$ cat src/rtl/fwd_pkg.sv
// Shared forwarding types: operand-select codes, the in-flight destination tag,
// and the "tag writes register" predicate used by hazard and select logic.
package fwd_pkg;

  localparam int FWD_REG_AW = 5;

  localparam logic [1:0] FWD_RF  = 2'b00;
  localparam logic [1:0] FWD_WB  = 2'b01;
  localparam logic [1:0] FWD_MEM = 2'b10;

  typedef struct packed {
    logic                  valid;
    logic [FWD_REG_AW-1:0] rd;
    logic                  reg_write;
    logic                  mem_read;
  } fwd_tag_t;

  // x0 is hardwired zero, so a producer targeting it never matches.
  function automatic logic tag_writes(input fwd_tag_t t, input logic [FWD_REG_AW-1:0] r);
    return t.valid && t.reg_write && (t.rd == r) && (r != '0);
  endfunction

endpackage

$ cat src/rtl/fwd_tag_pipe.sv
// ID/EX -> EX/MEM -> MEM/WB destination-tag shift register; a bubble
// replaces the incoming ID tag with an invalid tag.
module fwd_tag_pipe
  import fwd_pkg::*;
(
  input  logic     clk,
  input  logic     rst,
  input  logic     bubble,
  input  fwd_tag_t id_tag,
  output fwd_tag_t t_ex,
  output fwd_tag_t t_mem,
  output fwd_tag_t t_wb
);

  fwd_tag_t t_ex_q, t_mem_q, t_wb_q;
  fwd_tag_t t_ex_d, t_mem_d, t_wb_d;

  always_comb begin
    t_ex_d  = id_tag;
    t_mem_d = t_ex_q;
    t_wb_d  = t_mem_q;
    if (bubble) t_ex_d = '0;
  end

  always_ff @(posedge clk or posedge rst) begin
    if (rst) begin
      t_ex_q  <= '0;
      t_mem_q <= '0;
      t_wb_q  <= '0;
    end else begin
      t_ex_q  <= t_ex_d;
      t_mem_q <= t_mem_d;
      t_wb_q  <= t_wb_d;
    end
  end

  assign t_ex  = t_ex_q;
  assign t_mem = t_mem_q;
  assign t_wb  = t_wb_q;

endmodule

$ cat src/rtl/fwd_hazard_unit.sv
// EX operand-forward selects, load-use stall/bubble and stall counter.
// Optional FWD_STALL_COUNT_EN enables the saturating stall counter.
module fwd_hazard_unit
  import fwd_pkg::*;
#(
  parameter int REG_AW = FWD_REG_AW,
  parameter int CNT_W  = 32
) (
  input  logic              clk,
  input  logic              rst,
  input  logic              id_valid,
  input  logic [REG_AW-1:0] id_rs1,
  input  logic [REG_AW-1:0] id_rs2,
  input  logic              id_use_rs1,
  input  logic              id_use_rs2,
  input  logic [REG_AW-1:0] id_rd,
  input  logic              id_reg_write,
  input  logic              id_mem_read,
  input  logic              ex_flush,
  output logic [1:0]        forwardA,
  output logic [1:0]        forwardB,
  output logic              stall,
  output logic              bubble,
  output logic [CNT_W-1:0]  stall_count
);

  fwd_tag_t id_tag, t_ex, t_mem, t_wb;
  logic [1:0] fwd_a_q, fwd_a_d, fwd_b_q, fwd_b_d;
  logic load_use;

  assign id_tag = '{valid: id_valid, rd: id_rd, reg_write: id_reg_write,
                    mem_read: id_mem_read};

  fwd_tag_pipe u_tag_pipe (
    .clk    (clk),
    .rst    (rst),
    .bubble (bubble),
    .id_tag (id_tag),
    .t_ex   (t_ex),
    .t_mem  (t_mem),
    .t_wb   (t_wb)
  );

  // MEM/WB tag and the load flag past EX are tracked but not consulted here.
  logic unused_tags;
  assign unused_tags = ^{t_wb, t_mem.mem_read};

  always_comb begin
    load_use = id_valid && !ex_flush && t_ex.mem_read &&
               ((id_use_rs1 && tag_writes(t_ex, id_rs1)) ||
                (id_use_rs2 && tag_writes(t_ex, id_rs2)));
    stall  = load_use && !rst;
    bubble = (load_use || ex_flush) && !rst;
  end

  // Checked against the instruction one ahead (t_ex), which will sit in
  // EX/MEM when this consumer reaches EX; newest producer wins.
  always_comb begin
    fwd_a_d = FWD_RF;
    fwd_b_d = FWD_RF;
    if (!bubble) begin
      if (id_use_rs1 && tag_writes(t_ex, id_rs1))       fwd_a_d = FWD_MEM;
      else if (id_use_rs1 && tag_writes(t_mem, id_rs1)) fwd_a_d = FWD_WB;
      if (id_use_rs2 && tag_writes(t_ex, id_rs2))       fwd_b_d = FWD_MEM;
      else if (id_use_rs2 && tag_writes(t_mem, id_rs2)) fwd_b_d = FWD_WB;
    end
  end

  always_ff @(posedge clk or posedge rst) begin
    if (rst) begin
      fwd_a_q <= FWD_RF;
      fwd_b_q <= FWD_RF;
    end else begin
      fwd_a_q <= fwd_a_d;
      fwd_b_q <= fwd_b_d;
    end
  end

  assign forwardA = fwd_a_q;
  assign forwardB = fwd_b_q;

`ifdef FWD_STALL_COUNT_EN
  logic [CNT_W-1:0] stall_count_q, stall_count_d;

  always_comb begin
    stall_count_d = stall_count_q;
    if (stall && (stall_count_q != '1)) stall_count_d = stall_count_q + CNT_W'(1);
  end

  always_ff @(posedge clk or posedge rst) begin
    if (rst) stall_count_q <= '0;
    else     stall_count_q <= stall_count_d;
  end

  assign stall_count = stall_count_q;
`else
  assign stall_count = '0;
`endif

endmodule
$ cat config.mk
export PLATFORM = sky130hd
export DESIGN_NAME = fwd_hazard_unit
export DESIGN_NICKNAME = d
export VERILOG_FILES = /design/src/rtl/fwd_pkg.sv /design/src/rtl/fwd_tag_pipe.sv /design/src/rtl/fwd_hazard_unit.sv
export SDC_FILE = /design/constraint.sdc
export NUM_CORES = 1
export LEC_CHECK = 0
export BUFFER_PORTS_ARGS = -buffer_cell sky130_fd_sc_hd__clkbuf_2
export CORE_UTILIZATION = 44
export DETAILED_ROUTE_END_ITERATION = 16
export PLACE_DENSITY_LB_ADDON = 0.12
export SYNTH_ARGS = -nofsm -noshare
export SYNTH_HDL_FRONTEND = slang
export SYNTH_SLANG_ARGS = --single-unit
export TNS_END_PERCENT = 5
$ cat constraint.sdc
create_clock -name clk -period 2.6 [get_ports clk]
set_clock_uncertainty 0.05 [all_clocks]
set_input_delay 0.52 -clock clk [delete_from_list [all_inputs] [get_ports clk]]
set_output_delay 0.52 -clock clk [all_outputs]
set_load 0.03 [all_outputs]
==> metrics.md, run 1 <==
| Metric | Value |
|---|---|
| CTS Hold Bufs | 0 |
| I/O Pins | 61 |
| Share of cells above drive strength 1 | 29.1% |
| Worst setup SP type | primary input |
| Num Clock Sinks | 19 |
| Tmin final | 2550 ps |
| Initial Util | 48.5% |
| Inserted Clock Buffers | 3 |
| Hold Crit Class | primary input to async pin |
| Routability cong. | 0.902 |
| 1st-iter DRT viols | 7 |
| Syn_area_per_cell | 9.86 um2 |
| Final core utilization | 55.0% |
| Hold WS | 266 ps |
| Synthesized netlist cell count | 114 |
| Leakage | 0.656 nW |
| Die height | 52.5 um |
| DRC viols | 0 |
| Element type at the critical path end | primary output |
| Crit Path Max Fanout | 4 |
| Row count | 17 |
| Avg WL per Cell | 10.3 um |
| Reg-to-reg slack, setup | 960 ps |
| Vias in the first global route | 711 |
| CP Cell Sequence | clkbuf_2 -> or4_4 -> o21ai_4 -> nor4_4 -> o21a_1 -> nand2b_1 -> buf_6 |
| #FFs+latches synth | 19 |
| Routed Antenna Nets | 0 |
| CTS tree | yes |
| Reg2Reg Launch Point | u_tag_pipe.t_ex[6] |
| DP HPWL | 1460 um |
| Pwr Density | 479 mW/mm2 |
| WP data arrival | 1980 ps |
| CP top delay family | simple AND/OR/NAND/NOR gates |
| Slew @ Worst Pin | 665 ps |
| Fin crit share | 98.1% |
| PortBufs | 28 |
| Total power | 0.612 mW |
| Sequential share of the synthesized area | 42.3% |
| Design area | 0.00128 mm2 |
| Critical path class | primary input to primary output |
| Die area | 0.00276 mm2 |
| Fin. Hold Viols | 0 |
| Placed cells | 171 |
| Core Area | 0.00232 mm2 |
| Worst vdd ir | 0.251 mV |
| Area grow syn2layout | 13.6% |
| Horiz. Die Dim | 52.5 um |
| Slew Limit Fails | 0 |
| N_diodes | 0 |
| Worst EP required | 2030 ps |
| Slowest-stage cell, CP | or4_4 |
| Via/cell ratio | 4.39 |
| Routed via count | 772 |
| Reg2reg path depth | 6 |
| Pre-Repair DR Iteration Count | 3 |
| Htree depth | 1 |
| Setup tns final | 0 ps |
| Worst-path clk slew | 100 ps |
| Dpl cell area | 0.00120 mm2 |
| Pin count of the biggest net entering global routing | 20 |
| Peak Freq | 392 MHz |
| Max-slew headroom | 55.6% |
| Skew-Pair Late Insertion Delay | 280 ps |
| Critical path buffer and inverter count | 2 |
| Clock root buffer | clkbuf_4 |
| Final setup violation count | 0 |
| Status | finished, final reports clean |
| Post-Place Setup Slack | -58.7 ps |
| Post-Syn Area | 0.00112 mm2 |
| Layout Cells excl Fill | 176 |
| Final nets | 172 |
| Worst path max stage delay | 530 ps |
| Worst R2R End | u_tag_pipe.t_ex[4] |
| CTS Buffer Depth | 2 |
| Post-Route WL | 1820 um |
| GRT Resource Usage Total | 15.1% |
| Synth cell types | 23 |
| YS warnings | 0 |
| Remaining global-route overflow | 0 |
| Total of max-cap violations | 0 |
| Initial antenna violation count | 0 |
| First-pass GRT wire length | 2960 um |
| Setup WS post-layout | 50.3 ps |
[how the worst max path moves through the flow]
stage                        from      to  slack, ps  cells past startpoint
4_1_cts        u_tag_pipe.t_ex[4]  bubble         10                      6
2_1_floorplan           id_rs2[1]  bubble         10                      6
3_3_place_gp            id_rs2[1]  bubble         -8                      8
6_report                id_rs2[2]  bubble         50                      7
3_5_place_dp            id_rs2[1]  bubble        -60                      8
5_1_grt                 id_rs2[2]  bubble        -10                      7
[per-layer routing]
metal  global-route usage [%]  part of all wire [%]  vias to the layer above
met3                     2.61                   6.4                        2
met5                        0                     0                        -
met1                     18.9                    45                      352
met4                     9.21                   1.5                        0
li1                         -                     -                      377
met2                     23.8                    47                       41
[report_power, final]
| group | leakage (nW) | switching (mW) | internal [mW] |
|---|---|---|---|
| Combinational | 0.401 | 0.107 | 0.0449 |
| Sequential | 0.240 | 0.0127 | 0.310 |
| Clock | 0.0150 | 0.0778 | 0.0595 |
[Yosys cell counts]
master	number	area share, %
buf_4	32	21
dfrtp_1	19	42
xnor2_1	16	12
nand2_1	9	3.0
nor2_1	8	2.7
nand4_1	5	2.8
xor2_1	4	3.1
nor4_1	3	1.7
or4_1	3	2.0
nand2b_1	2	1.1
a211oi_1	1	0.67
a21oi_1	1	0.45
and3b_1	1	0.78
and3b_2	1	0.89
buf_2	1	0.45
clkbuf_1	1	0.33
conb_1	1	0.33
inv_1	1	0.33
nand3_1	1	0.45
nor4bb_1	1	0.89
o21a_1	1	0.67
o21ai_0	1	0.45
o21ai_2	1	0.78
[cells by family (layout without fill, tap and decap cells)]
logic type                Yosys count  count (layout)  share of synthesized area [%]
AOI/OAI and AO/OA                   5               5                           3.01
other                               1              32                          0.334
xor gates and xnor gates           20              20                           15.6
and+or+nand+nor                    34              34                           16.3
buffers and inverters              35              38                           22.5
DFF                                19              19                           42.3
[registers in the layout (all words and copies together), names as in the netlist]
register          count
u_tag_pipe.t_ex       8
u_tag_pipe.t_mem      7
forwardA              2
forwardB              2
[cell usage in the layout, fill, tap and decap left out]
| master | count |
|---|---|
| or4_4 | 2 |
| conb_1 | 32 |
| nor4bb_1 | 1 |
| clkbuf_4 | 3 |
| xnor2_1 | 16 |
| o21ai_2 | 1 |
| nor4_1 | 1 |
| inv_1 | 1 |
| and3b_1 | 1 |
| a21oi_1 | 1 |
| or4_1 | 1 |
| dfrtp_1 | 19 |
| nand3_1 | 1 |
| clkbuf_1 | 1 |
| buf_4 | 5 |
| nand2b_1 | 2 |
| nor2_1 | 8 |
| nand4_1 | 5 |
| o21ai_4 | 1 |
| a211oi_1 | 1 |
| xor2_1 | 4 |
| nor4_4 | 1 |
| nor4_2 | 1 |
| clkbuf_2 | 27 |
| buf_6 | 1 |
| and3b_2 | 1 |
| nand2_1 | 9 |
| o21a_1 | 1 |
[what timing repair did]
item | 4_1_cts | 5_1_grt
endpoints found under the hold margin | 0 | 0
resized for setup | 3 | 9
pin swaps | 0 | 3
setup endpoints to repair | 2 | 2
setup buffers | 0 | 1
[final cells by class]
cell class                 count  area, um2
clock buffer                   4       26.3
fill                         232       1040
inverter                       1       3.75
multi-input combinational     91        552
sequential                    19        475
tap                           28       35.0
timing repair buffer          33        184
[worst register-to-register path: cells and delay by family (launching register included)]
| kind | cells | cell delay (ps) |
|---|---|---|
| buffers and inverters | 1 | 160 |
| and+or+nand+nor | 3 | 540 |
| AOI/OAI and AO/OA | 1 | 200 |
| DFF | 1 | 430 |
| xor gates and xnor gates | 1 | 160 |
Power figures use the tool's default switching activity.
==> inputs of run 2 (changes only) <==
--- a/config.mk
+++ b/config.mk
@@ -8,6 +8,7 @@
 export BUFFER_PORTS_ARGS = -buffer_cell sky130_fd_sc_hd__clkbuf_2
 export CORE_UTILIZATION = 44
 export DETAILED_ROUTE_END_ITERATION = 16
+export MAX_ROUTING_LAYER = met4
 export PLACE_DENSITY_LB_ADDON = 0.12
 export SYNTH_ARGS = -nofsm -noshare
 export SYNTH_HDL_FRONTEND = slang
==> metrics.md, run 2 (synthesis results as in run 1) <==
| Metric | Value |
|---|---|
| Status | finished, final reports clean |
| Routability cong. | 0.918 (+1.7%) |
| Clock root buffer | clkbuf_4 |
| Critical path class | primary input to primary output |
| Final setup violation count | 0 (unchanged) |
| PortBufs | 28 (unchanged) |
| Inserted Clock Buffers | 3 (unchanged) |
| Via/cell ratio | 4.38 (-0.13%) |
| Area grow syn2layout | 13.6% (unchanged) |
| Worst EP required | 2030 ps (about the same) |
| N_diodes | 0 (unchanged) |
| Dpl cell area | 0.00120 mm2 (unchanged) |
| 1st-iter DRT viols | 7 (unchanged) |
| Initial antenna violation count | 0 (unchanged) |
| Skew-Pair Late Insertion Delay | 280 ps (about the same) |
| Post-Route WL | 1820 um (about the same) |
| Peak Freq | 392 MHz (about the same) |
| Final nets | 172 (unchanged) |
| Leakage | 0.656 nW (unchanged) |
| Max-slew headroom | 55.6% (unchanged) |
| Slew @ Worst Pin | 665 ps (+0.000298 ps) |
| Horiz. Die Dim | 52.5 um (unchanged) |
| Design area | 0.00128 mm2 (unchanged) |
| CTS tree | yes |
| I/O Pins | 61 (unchanged) |
| Most common cell after layout, fill and taps aside | conb_1 |
| Remaining global-route overflow | 0 (unchanged) |
| Routed Antenna Nets | 0 (unchanged) |
| Placed cells | 171 (unchanged) |
| Crit Path Max Fanout | 4 (unchanged) |
| Pwr Density | 480 mW/mm2 (about the same) |
| Row count | 17 (unchanged) |
| Worst vdd ir | 0.252 mV (+0.21%) |
| Total of max-cap violations | 0 (unchanged) |
| WP data arrival | 1980 ps (about the same) |
| Die area | 0.00276 mm2 (unchanged) |
| DRC viols | 0 (unchanged) |
| Highest-count cells in the layout ignoring fill and taps | 32 x conb_1, 27 x clkbuf_2, 19 x dfrtp_1 |
| Hold Crit Class | primary input to async pin |
| Fin crit share | 98.1% (about the same) |
| Initial Util | 48.5% (unchanged) |
| Die height | 52.5 um (unchanged) |
| Pre-Repair DR Iteration Count | 3 (unchanged) |
| Core Area | 0.00232 mm2 (unchanged) |
| Slew Limit Fails | 0 (unchanged) |
| Vias in the first global route | 710 (-0.14%) |
| Htree depth | 1 (unchanged) |
| CTS Buffer Depth | 2 (unchanged) |
| Max reg flops | 8 (unchanged) |
| Tmin final | 2550 ps (+0.0164 ps) |
| Worst-path clk slew | 100 ps (about the same) |
| Layout Cells excl Fill | 176 (unchanged) |
| CTS Hold Bufs | 0 (unchanged) |
| DP HPWL | 1460 um (unchanged) |
| Routed via count | 771 (-0.13%) |
| Fin. Hold Viols | 0 (unchanged) |
| Num Clock Sinks | 19 (unchanged) |
| GRT Resource Usage Total | 15.5% (+0.46 points) |
| Element type at the critical path end | primary output |
| Pin count of the biggest net entering global routing | 20 (unchanged) |
| Avg WL per Cell | 10.4 um (about the same) |
| Worst setup SP type | primary input |
| Share of cells above drive strength 1 | 29.1% (unchanged) |
| First-pass GRT wire length | 2970 um (+0.24%) |
run 2: routing by layer:
layer / wire length, um / share of wire (%) / up-vias / GRT usage [%]
met5: 0 / 0 / - / -
met3: 117 / 6.4 / 2 / 2.61
met4: 27 / 1.5 / 0 / 9.21
met1: 825 / 45 / 351 / 19.1
met2: 852 / 47 / 41 / 23.8
li1: - / - / 377 / -
run 2: area by class of cell:
| type | count | area (um2) |
|---|---|---|
| clock buffer | 4 | 26.3 |
| timing repair buffer | 33 | 184 |
| sequential | 19 | 475 |
| inverter | 1 | 3.75 |
| tap | 28 | 35.0 |
| multi-input combinational | 91 | 552 |
| fill | 232 | 1040 |
run 2: metrics by stage:
step                      setup TNS (ps)  power [mW]  hold WS [ps]  worst slack, ps  util [%]
after floorplan                        0       0.472           304             11.3         -
after global routing               -12.6       0.652           333            -12.6      55.0
final                                  0       0.612           266             50.3      55.0
after CTS                              0       0.613           284             13.4      53.3
after global placement             -9.61       0.469           310            -8.17      51.6
after detailed placement            -105       0.471           310            -58.7      51.6
run 2: path summary, 6_finish.rpt:
kind / slack (ps) / to / cells past startpoint / start
hold / removal: 270 / u_tag_pipe.t_mem[7] / 2 / rst
min in group clk: 320 / u_tag_pipe.t_mem[1] / 0 / u_tag_pipe.t_ex[1]
hold reg to reg: 320 / u_tag_pipe.t_mem[1] / 0 / u_tag_pipe.t_ex[1]
max in group asynchronous: 1810 / u_tag_pipe.t_mem[4] / 2 / rst
setup / recovery: 50 / bubble / 7 / id_rs2[2]
setup reg to reg: 960 / u_tag_pipe.t_ex[4] / 6 / u_tag_pipe.t_ex[6]
run 2: worst max-delay path, cell delays in order:
cell	delay [ps]
clkbuf_2	110
or4_4	530
o21ai_4	200
nor4_4	80
o21a_1	220
nand2b_1	160
buf_6	160
run 2: power breakdown:
part	leakage (nW)	total, mW	internal [mW]	switching (mW)
combinational	0.401	0.152	0.0449	0.107
clock	0.0150	0.138	0.0595	0.0782
sequential	0.240	0.323	0.310	0.0127
total	0.656	0.612	0.415	0.197
run 2: what timing repair did:
item | in CTS | in global routing
endpoints found under the setup margin | 2 | 2
pin swaps | 0 | 3
resized for setup | 3 | 9
buffers inserted | 0 | 1
==> inputs of run 3 (changes only) <==
--- a/config.mk
+++ b/config.mk
@@ -9,7 +9,7 @@
 export CORE_UTILIZATION = 44
 export DETAILED_ROUTE_END_ITERATION = 16
 export MAX_ROUTING_LAYER = met4
-export PLACE_DENSITY_LB_ADDON = 0.12
+export PLACE_DENSITY = 0.79
 export SYNTH_ARGS = -nofsm -noshare
 export SYNTH_HDL_FRONTEND = slang
 export SYNTH_SLANG_ARGS = --single-unit
==> metrics.md, run 3 (synthesis results as in run 1) <==
| Metric | Value |
|---|---|
| Status | finished, final reports clean |
| Layout Cells excl Fill | 179 (+1.7%) |
| Fin crit share | 97.5% (-0.55 points) |
| Fin. Hold Viols | 0 (unchanged) |
| Worst setup SP type | primary input |
| Hold Crit Class | primary input to async pin |
| PortBufs | 28 (unchanged) |
| Max reg flops | 8 (unchanged) |
| Highest-count cells in the layout ignoring fill and taps | 32 x conb_1, 28 x clkbuf_2, 19 x dfrtp_1 |
| Pre-Repair DR Iteration Count | 2 (-1) |
| Share of cells above drive strength 1 | 29.1% (+0.085 points) |
| N_diodes | 0 (unchanged) |
| Worst-path clk slew | 100 ps (about the same) |
| Core Area | 0.00232 mm2 (unchanged) |
| Peak Freq | 394 MHz (+0.56%) |
| DP HPWL | 1520 um (+4.4%) |
| Initial antenna violation count | 0 (unchanged) |
| Pwr Density | 480 mW/mm2 (+0.12%) |
| Inserted Clock Buffers | 3 (unchanged) |
| Tmin final | 2540 ps (-14.2 ps) |
| GRT Resource Usage Total | 14.2% (-1.3 points) |
| DRC viols | 0 (unchanged) |
| Reg2reg path depth | 6 (unchanged) |
| First-pass GRT wire length | 2760 um (-7.0%) |
| Routed Antenna Nets | 0 (unchanged) |
| CTS tree | yes |
| Die area | 0.00276 mm2 (unchanged) |
| Element type at the critical path end | primary output |
| Remaining global-route overflow | 0 (unchanged) |
| Most common cell after layout, fill and taps aside | conb_1 |
| Routability cong. | 0.844 (-8.0%) |
| CTS Buffer Depth | 2 (unchanged) |
| Die height | 52.5 um (unchanged) |
| Hold WS | 277 ps (+11.0 ps) |
| Reg-to-reg slack, setup | 1000 ps (+40 ps) |
| Post-CTS Setup Bufs | 0 (unchanged) |
| Post-Route WL | 1780 um (-2.5%) |
| Area grow syn2layout | 12.9% |
| CTS Hold Bufs | 0 (unchanged) |
| Leakage | 0.662 nW (+0.94%) |
| Slew @ Worst Pin | 691 ps (+25.6 ps) |
| Slew Limit Fails | 0 (unchanged) |
| Final nets | 175 (+1.7%) |
| Final setup violation count | 0 (unchanged) |
| Crit Path Max Fanout | 3 (-1) |
| Via/cell ratio | 4.40 (+0.49%) |
| I/O Pins | 61 (unchanged) |
| Design area | 0.00127 mm2 (-0.59%) |
| Placed cells | 175 (+2.3%) |
| Worst EP required | 2030 ps (about the same) |
| Horiz. Die Dim | 52.5 um (unchanged) |
| Pin count of the biggest net entering global routing | 20 (unchanged) |
| Reg2Reg Launch Point | u_tag_pipe.t_ex[3] |
| Dpl cell area | 0.00123 mm2 (+2.5%) |
| Final core utilization | 54.7% (-0.32 points) |
| Total of max-cap violations | 0 (unchanged) |
| Max-slew headroom | 53.9% (-1.7 points) |
| Critical path class | primary input to primary output |
| Routed via count | 788 (+2.2%) |
| Avg WL per Cell | 9.93 um (-4.1%) |
| Worst vdd ir | 0.325 mV (+29%) |
| WP data arrival | 1970 ps (about the same) |
| Clock root buffer | clkbuf_4 |
| Htree depth | 1 (unchanged) |
| Worst R2R End | forwardA[0] |
| Num Clock Sinks | 19 (unchanged) |
| Row count | 17 (unchanged) |
| Skew-Pair Late Insertion Delay | 290 ps (about the same) |
| Initial Util | 48.5% (unchanged) |
| 1st-iter DRT viols | 8 (+1) |
| Vias in the first global route | 712 (+0.28%) |
| Total power | 0.609 mW (-0.47%) |
==> run 3: routing by layer <==
| metal | vias to the layer above | share of wire (%) | global-route usage, % | routed length (um) |
|---|---|---|---|---|
| met5 | - | 0 | - | 0 |
| met4 | 0 | 0.56 | 6.58 | 10 |
| met3 | 2 | 7.3 | 3.48 | 129 |
| met2 | 36 | 52 | 23.8 | 919 |
| met1 | 365 | 40 | 15.9 | 718 |
| li1 | 385 | - | - | - |
==> run 3: layout make-up <==
cell class                      count  area [um2]
Tap cell                           28        35.0
Inverter                            1        3.75
Fill cell                         233        1050
Multi-Input combinational cell     91         528
Timing Repair Buffer               36         200
Clock buffer                        4        26.3
Sequential cell                    19         475
==> run 3: worst max path at each step <==
stage,from,to,slack (ps),cells past startpoint
floorplan,id_rs2[1],bubble,10,6
global placement,id_rs2[1],bubble,20,7
detailed placement,id_rs2[1],bubble,-10,7
CTS,id_rs2[1],bubble,60,7
global route,id_rs1[1],bubble,-10,7
finish,id_rs1[1],bubble,60,7
==> run 3: power by group <==
part | switching (mW) | leakage [nW] | internal (mW) | total (mW)
logic | 0.103 | 0.407 | 0.0437 | 0.146
clock network | 0.0804 | 0.0150 | 0.0596 | 0.140
registers | 0.0127 | 0.240 | 0.310 | 0.323
total | 0.196 | 0.662 | 0.414 | 0.609
==> run 3: what timing repair did <==
action	in CTS	in global routing
setup endpoints to repair	2	2
pin swaps	0	1
resized for setup	1	3
==> run 3: worst max-delay path, cell delays in order <==
cell and delay (ps):
clkbuf_2 110, or4_1 560, o21ai_2 170, nor4_2 70
o21a_1 200, nand2b_1 140, clkbuf_2 190
==> run 3: metrics by stage <==
stage | setup TNS, ps | setup slack (ps)
2_1_floorplan | 0 | 11.3
3_3_place_gp | 0 | 18.5
3_5_place_dp | -13.6 | -13.6
4_1_cts | 0 | 55.7
5_1_grt | -11.5 | -11.5
6_report | 0 | 64.5
